File: config.mk
export PLATFORM = sky130hd
export DESIGN_NAME = cache_controller
export DESIGN_NICKNAME = d
export VERILOG_FILES = /design/src/rtl/cache_controller.sv
export SDC_FILE = /design/constraint.sdc
export NUM_CORES = 1
export LEC_CHECK = 0
export BUFFER_PORTS_ARGS = -buffer_cell sky130_fd_sc_hd__buf_2
export CAP_MARGIN = 30
export CELL_PAD_IN_SITES_DETAIL_PLACEMENT = 0
export CELL_PAD_IN_SITES_GLOBAL_PLACEMENT = 1
export CORE_MARGIN = 3
export CORE_UTILIZATION = 40
export DETAILED_ROUTE_END_ITERATION = 10
export PLACE_DENSITY_LB_ADDON = 0.15
export SYNTH_ARGS = -nofsm -noshare
export SYNTH_HDL_FRONTEND = slang
export SYNTH_SLANG_ARGS = --single-unit
File: constraint.sdc
create_clock -name clk -period 3.5 [get_ports clk]
set_input_delay 1.05 -clock clk [delete_from_list [all_inputs] [get_ports clk]]
set_output_delay 1.05 -clock clk [all_outputs]
set_load 0.01 [all_outputs]
File: src/rtl/cache_controller.sv
// Direct-mapped, write-through, no-write-allocate cache between CPU and Main_Memory.
// Latency: read hit 2 cycles; read miss / write 2 cycles + memory latency (3 minimum).
// Backpressure: requests taken only in IDLE (busy low); memory stalls via mem_Done.
module cache_controller #(
    parameter int ADDR_W  = 13,
    parameter int DATA_W  = 13,
    parameter int INDEX_W = 3,
    parameter int CNT_W   = 16
) (
    input  logic              clk,
    input  logic              reset,
    input  logic [ADDR_W-1:0] address,
    input  logic [DATA_W-1:0] dataIn,
    input  logic              read,
    input  logic              write,
    input  logic              instruction,
    input  logic              flush,
    output logic [DATA_W-1:0] dataOut,
    output logic              Done,
    output logic              busy,
    output logic [ADDR_W-1:0] mem_address,
    output logic [DATA_W-1:0] mem_dataIn,
    output logic              mem_read,
    output logic              mem_write,
    output logic              mem_instruction,
    input  logic [DATA_W-1:0] mem_dataOut,
    input  logic              mem_Done,
    output logic [CNT_W-1:0]  hit_count,
    output logic [CNT_W-1:0]  miss_count
);
    // Tag carries the instruction bit so I- and D-space never alias.
    localparam int TAG_W = ADDR_W - INDEX_W + 1;
    localparam int LINES = 1 << INDEX_W;

    typedef enum logic [2:0] {IDLE, LOOKUP, FILL, WRITE_MEM, RESPOND} state_t;

    state_t              state_q;
    logic [LINES-1:0]    valid_q;
    logic [TAG_W-1:0]    tag_q  [LINES];
    logic [DATA_W-1:0]   line_q [LINES];

    logic [ADDR_W-1:0]   addr_q;
    logic [DATA_W-1:0]   wdata_q;
    logic                instr_q;
    logic                wr_q;

    logic [DATA_W-1:0]   data_out_q;
    logic                done_q;
    logic [ADDR_W-1:0]   mem_addr_q;
    logic [DATA_W-1:0]   mem_dat_q;
    logic                mem_rd_q;
    logic                mem_wr_q;
    logic                mem_ins_q;
    logic [CNT_W-1:0]    hit_cnt_q;
    logic [CNT_W-1:0]    hit_cnt_d;
    logic [CNT_W-1:0]    miss_cnt_q;
    logic [CNT_W-1:0]    miss_cnt_d;

    logic [INDEX_W-1:0]  idx;
    logic [TAG_W-1:0]    req_tag;
    logic                hit;
    logic                fill_load;
    logic                wr_update;

    assign idx       = addr_q[INDEX_W-1:0];
    assign req_tag   = {instr_q, addr_q[ADDR_W-1:INDEX_W]};
    assign hit       = valid_q[idx] && (tag_q[idx] == req_tag);
    assign fill_load = (state_q == FILL) && mem_Done;
    assign wr_update = (state_q == LOOKUP) && wr_q && hit;

    assign hit_cnt_d  = (hit_cnt_q  == {CNT_W{1'b1}}) ? hit_cnt_q  : hit_cnt_q  + CNT_W'(1);
    assign miss_cnt_d = (miss_cnt_q == {CNT_W{1'b1}}) ? miss_cnt_q : miss_cnt_q + CNT_W'(1);

    assign dataOut         = data_out_q;
    assign Done            = done_q;
    assign busy            = (state_q != IDLE);
    assign mem_address     = mem_addr_q;
    assign mem_dataIn      = mem_dat_q;
    assign mem_read        = mem_rd_q;
    assign mem_write       = mem_wr_q;
    assign mem_instruction = mem_ins_q;
    assign hit_count       = hit_cnt_q;
    assign miss_count      = miss_cnt_q;

    // Line payload (tag/data); meaningless while invalid, so no reset needed.
    always_ff @(posedge clk) begin
        if (fill_load) begin
            tag_q[idx]  <= req_tag;
            line_q[idx] <= mem_dataOut;
        end else if (wr_update) begin
            line_q[idx] <= wdata_q;
        end
    end

    // Controller FSM with registered CPU/memory outputs, valid bits and counters.
    always_ff @(posedge clk or negedge reset) begin
        if (!reset) begin
            state_q    <= IDLE;
            valid_q    <= '0;
            addr_q     <= '0;
            wdata_q    <= '0;
            instr_q    <= 1'b0;
            wr_q       <= 1'b0;
            data_out_q <= '0;
            done_q     <= 1'b0;
            mem_addr_q <= '0;
            mem_dat_q  <= '0;
            mem_rd_q   <= 1'b0;
            mem_wr_q   <= 1'b0;
            mem_ins_q  <= 1'b0;
            hit_cnt_q  <= '0;
            miss_cnt_q <= '0;
        end else begin
            done_q <= 1'b0;
            case (state_q)
                IDLE: begin
                    if (flush) begin
                        valid_q <= '0;
                    end else if (write || read) begin
                        addr_q  <= address;
                        wdata_q <= dataIn;
                        instr_q <= instruction;
                        wr_q    <= write;
                        state_q <= LOOKUP;
                    end
                end
                LOOKUP: begin
                    if (wr_q) begin
                        mem_wr_q   <= 1'b1;
                        mem_addr_q <= addr_q;
                        mem_dat_q  <= wdata_q;
                        mem_ins_q  <= instr_q;
                        state_q    <= WRITE_MEM;
                    end else if (hit) begin
                        data_out_q <= line_q[idx];
                        hit_cnt_q  <= hit_cnt_d;
                        done_q     <= 1'b1;
                        state_q    <= RESPOND;
                    end else begin
                        mem_rd_q   <= 1'b1;
                        mem_addr_q <= addr_q;
                        mem_ins_q  <= instr_q;
                        miss_cnt_q <= miss_cnt_d;
                        state_q    <= FILL;
                    end
                end
                FILL: begin
                    if (mem_Done) begin
                        valid_q[idx] <= 1'b1;
                        data_out_q   <= mem_dataOut;
                        mem_rd_q     <= 1'b0;
                        done_q       <= 1'b1;
                        state_q      <= RESPOND;
                    end
                end
                WRITE_MEM: begin
                    if (mem_Done) begin
                        mem_wr_q <= 1'b0;
                        done_q   <= 1'b1;
                        state_q  <= RESPOND;
                    end
                end
                RESPOND: state_q <= IDLE;
                default: state_q <= IDLE;
            endcase
        end
    end
endmodule

==> impl_results.md <==
- Status: finished clean
- Detailed router's first-iteration violation count: approximately 470
- Critical path type: flip-flop to flip-flop
- P&R area growth vs syn: 20.4%
- Register area share after synthesis: a little under 70%
- Root Buffer: clkbuf_16
- Post-detailed-route wirelength per cell: around 22 µm
- Netlist Area Pre-Place: 0.0126 mm²
- Number of flops mapped to enable cells by yosys: 192
- Placeable Area: 0.0309 mm²
- Remaining global-route overflow: 0
- Asr flop ratio synth: around 37%
- Worst EP arrival: 3720 ps
- Post-synth top area share: 45.6%
- Clock latency on the worst-skew pair: slightly above 500 ps
- Port bufs: ~120
- Synth Warn #: 0
- Power Density: 824 mW/mm²
- Vias: between 7000 and 8000
- Setup crit end kind: flip-flop
- Global Route Usage Sum: a little under a fifth
- Final ANT Viol Nets: 0
- CP required: 3880 ps
- Period utilization: 95.4%
- GRT met1 Usage: 28.4%
- Minimum clock period: about 3300 ps
- Post-synth top flop: edfxtp_1
- Leakage: 6.00 nW
- Clk slew on worst S/H paths: 60 ps
- Initial Util: 40.9%
- Unique masters post-synth: 57
- Max-cap viol count: 0
- Vias in the first global route: 7589
- Switching share of power: about a third
- Syn_nets: 849
- Width of the die: 184 µm
- Peak supply drop: 371 µV
- GRT busiest layer: met1
- Layout cells sized above 1: 36.1%
- WL final: 30.9 mm
- Finished Cell Area: 0.0152 mm²
- Placed Cells: 1335
- Max-slew headroom: 48.6%
- Diode count: 0
- Internal: 8.54 mW
- H-tree depth: 2
- Hold Crit Class: flip-flop to flip-flop
- IO Pins: 122
- Worst-margin pin slew: 771 ps
- Startpoint types: flip-flop
- Hold Buf Count CTS: 0
- Total power: approximately 13 mW
- Sequential power share: 41.4%
- Non-Filler Instances: around 1400
- CTS sink count: 306
- Met2 Track Usage GR: between 20% and 30%
- Routability cong.: between 0.7 and 0.8
- Most common cell in the netlist: edfxtp_1
- Syn_area_per_cell: 15.8 µm²
- Net switching power: 4.00 mW
- Placed cell area: 0.0140 mm²
- Die ar.: 0.0338 mm²
- Top cells by count, synth: 192 x edfxtp_1, 114 x dfrtp_1, 73 x mux2_2
- Clock Tree Buf Depth: 3
- Cells after Synth: 801
- CTS buffer count: 34
- Max-slew violations: 0
- Combinational share of power: about 30%
- CTS tree: done
- Initial antenna violation count: 3
- # DRC: 0
- Synth area leader: edfxtp_1
- RSZ-0062 raised after global routing: no
- FILL cells: ~2700
- Largest net degree at the start of global routing: 56
- Peak fanout along the critical path: 25
- Die H: 184 µm
- Synth area leaders: edfxtp_1 46%, dfrtp_1 23%, mux2_2 6.5%
- First-pass detailed-route iteration total: 6
- Nets: 1029
- M3 GR Usage: 4.59%
- Half-perimeter wire length after placement: between 20 and 25 mm
- Post-Route Skew: 17.8 ps
- Clk pwr share: 28.8%
- Via-to-Cell Ratio: 5.25
- Final Setup Violations: 0
- Fmax: 299 MHz
- Yosys reg bits: about 310
- Floorplan row count: 64
- First-pass GRT wire length: 47.5 mm
- Fin. Hold Viols: 0
path summary, 6_finish.rpt:
check                      slack [ps]                       start  cells after the start                         end
setup reg to reg                  160       addr_q[2]$_DFFE_PN0P_                     11  mem_address[8]$_DFFE_PN0P_
hold reg to reg                   480  mem_address[6]$_DFFE_PN0P_                      1  mem_address[6]$_DFFE_PN0P_
max in group asynchronous        2130                       reset                      2  miss_count[13]$_DFFE_PN0P_
setup / recovery                  160       addr_q[2]$_DFFE_PN0P_                     11  mem_address[8]$_DFFE_PN0P_
hold / removal                    480  mem_address[6]$_DFFE_PN0P_                      1  mem_address[6]$_DFFE_PN0P_
min in group asynchronous         600                       reset                      1    hit_count[2]$_DFFE_PN0P_
power groups by stage:
stage	clock (mW)	sequential, mW	combinational (mW)
after floorplan	0	5.13	2.33
after global placement	0	5.27	3.66
after detailed placement	0	5.29	3.68
after CTS	3.67	5.22	3.70
after global routing	3.83	5.31	4.06
final	3.61	5.19	3.73
routing by layer:
layer	share of wire (%)	routed length, µm
met5	0.13	41
met2	44	13600
met3	5.6	1740
met4	1.3	402
met1	49	15100
layout by cell type (no fill, tap or decap), drive strengths merged, types with 15 or more instances in the layout:
master  synthesis  layout
edfxtp        192     192
buf            25     183
dfrtp         114     114
mux2           97      97
clkbuf         15      43
mux2i          39      39
nor2           35      35
nand2          33      33
xnor2          27      27
a21oi          24      24
mux4           16      16
o21ai          16      16
nand3          15      15
flip-flops by register name, summed over array words and instances, names as in the netlist, 3 cells and up:
name	cells
miss_count	16
line_q	104
addr_q	13
valid_q	8
tag_q	88
state_q	3
dataOut	13
mem_address	13
mem_dataIn	13
hit_count	16
wdata_q	13
kinds of logic (layout without fill, tap and decap cells):
group,after synthesis,count (layout),share of synthesized area (%)
simple gates,151,152,6.35
compound gates,102,102,5.51
buf+inv,50,253,2.20
xor+xnor,38,38,2.69
fa+ha+maj,2,2,0.198
flops,306,306,68.2
mux,152,152,14.9
final cells by class:
cell class	instances	area, µm²	area share [%]
sequential	306	8630	56.7
multi-input combinational	446	3790	24.9
timing repair buffer	183	1140	7.46
clock buffer	43	926	6.08
tap	396	495	3.25
clock inverter	17	209	1.37
inverter	10	37.5	0.247
through the flow:
| stage | util, % | hold slack, ps | setup WS (ps) | setup TNS, ps |
|---|---|---|---|---|
| finish | 49.3 | 485 | 160 | 0 |
| global route | 49.3 | 488 | 20.8 | 0 |
| CTS | 49.1 | 483 | 29.4 | 0 |
| detailed placement | 45.4 | 469 | 9.99 | 0 |
| global placement | 45.4 | 461 | 70.6 | 0 |
| floorplan | - | 459 | -353 | -18380 |
timing repair:
item	CTS	global route
setup endpoints to repair	29	200
buffers inserted	0	5
gates cloned	1	0
resized for setup	0	6
worst max-delay path: stages (launching register included):
cell,delay (ps)
dfrtp_4,500
buf_12,200
mux2_2,350
o22ai_1,160
a221oi_1,80
xnor2_1,230
nand4_1,180
or4_4,500
buf_4,250
o21a_1,220
buf_4,200
mux2_1,320
Power figures use the tool's default switching activity.
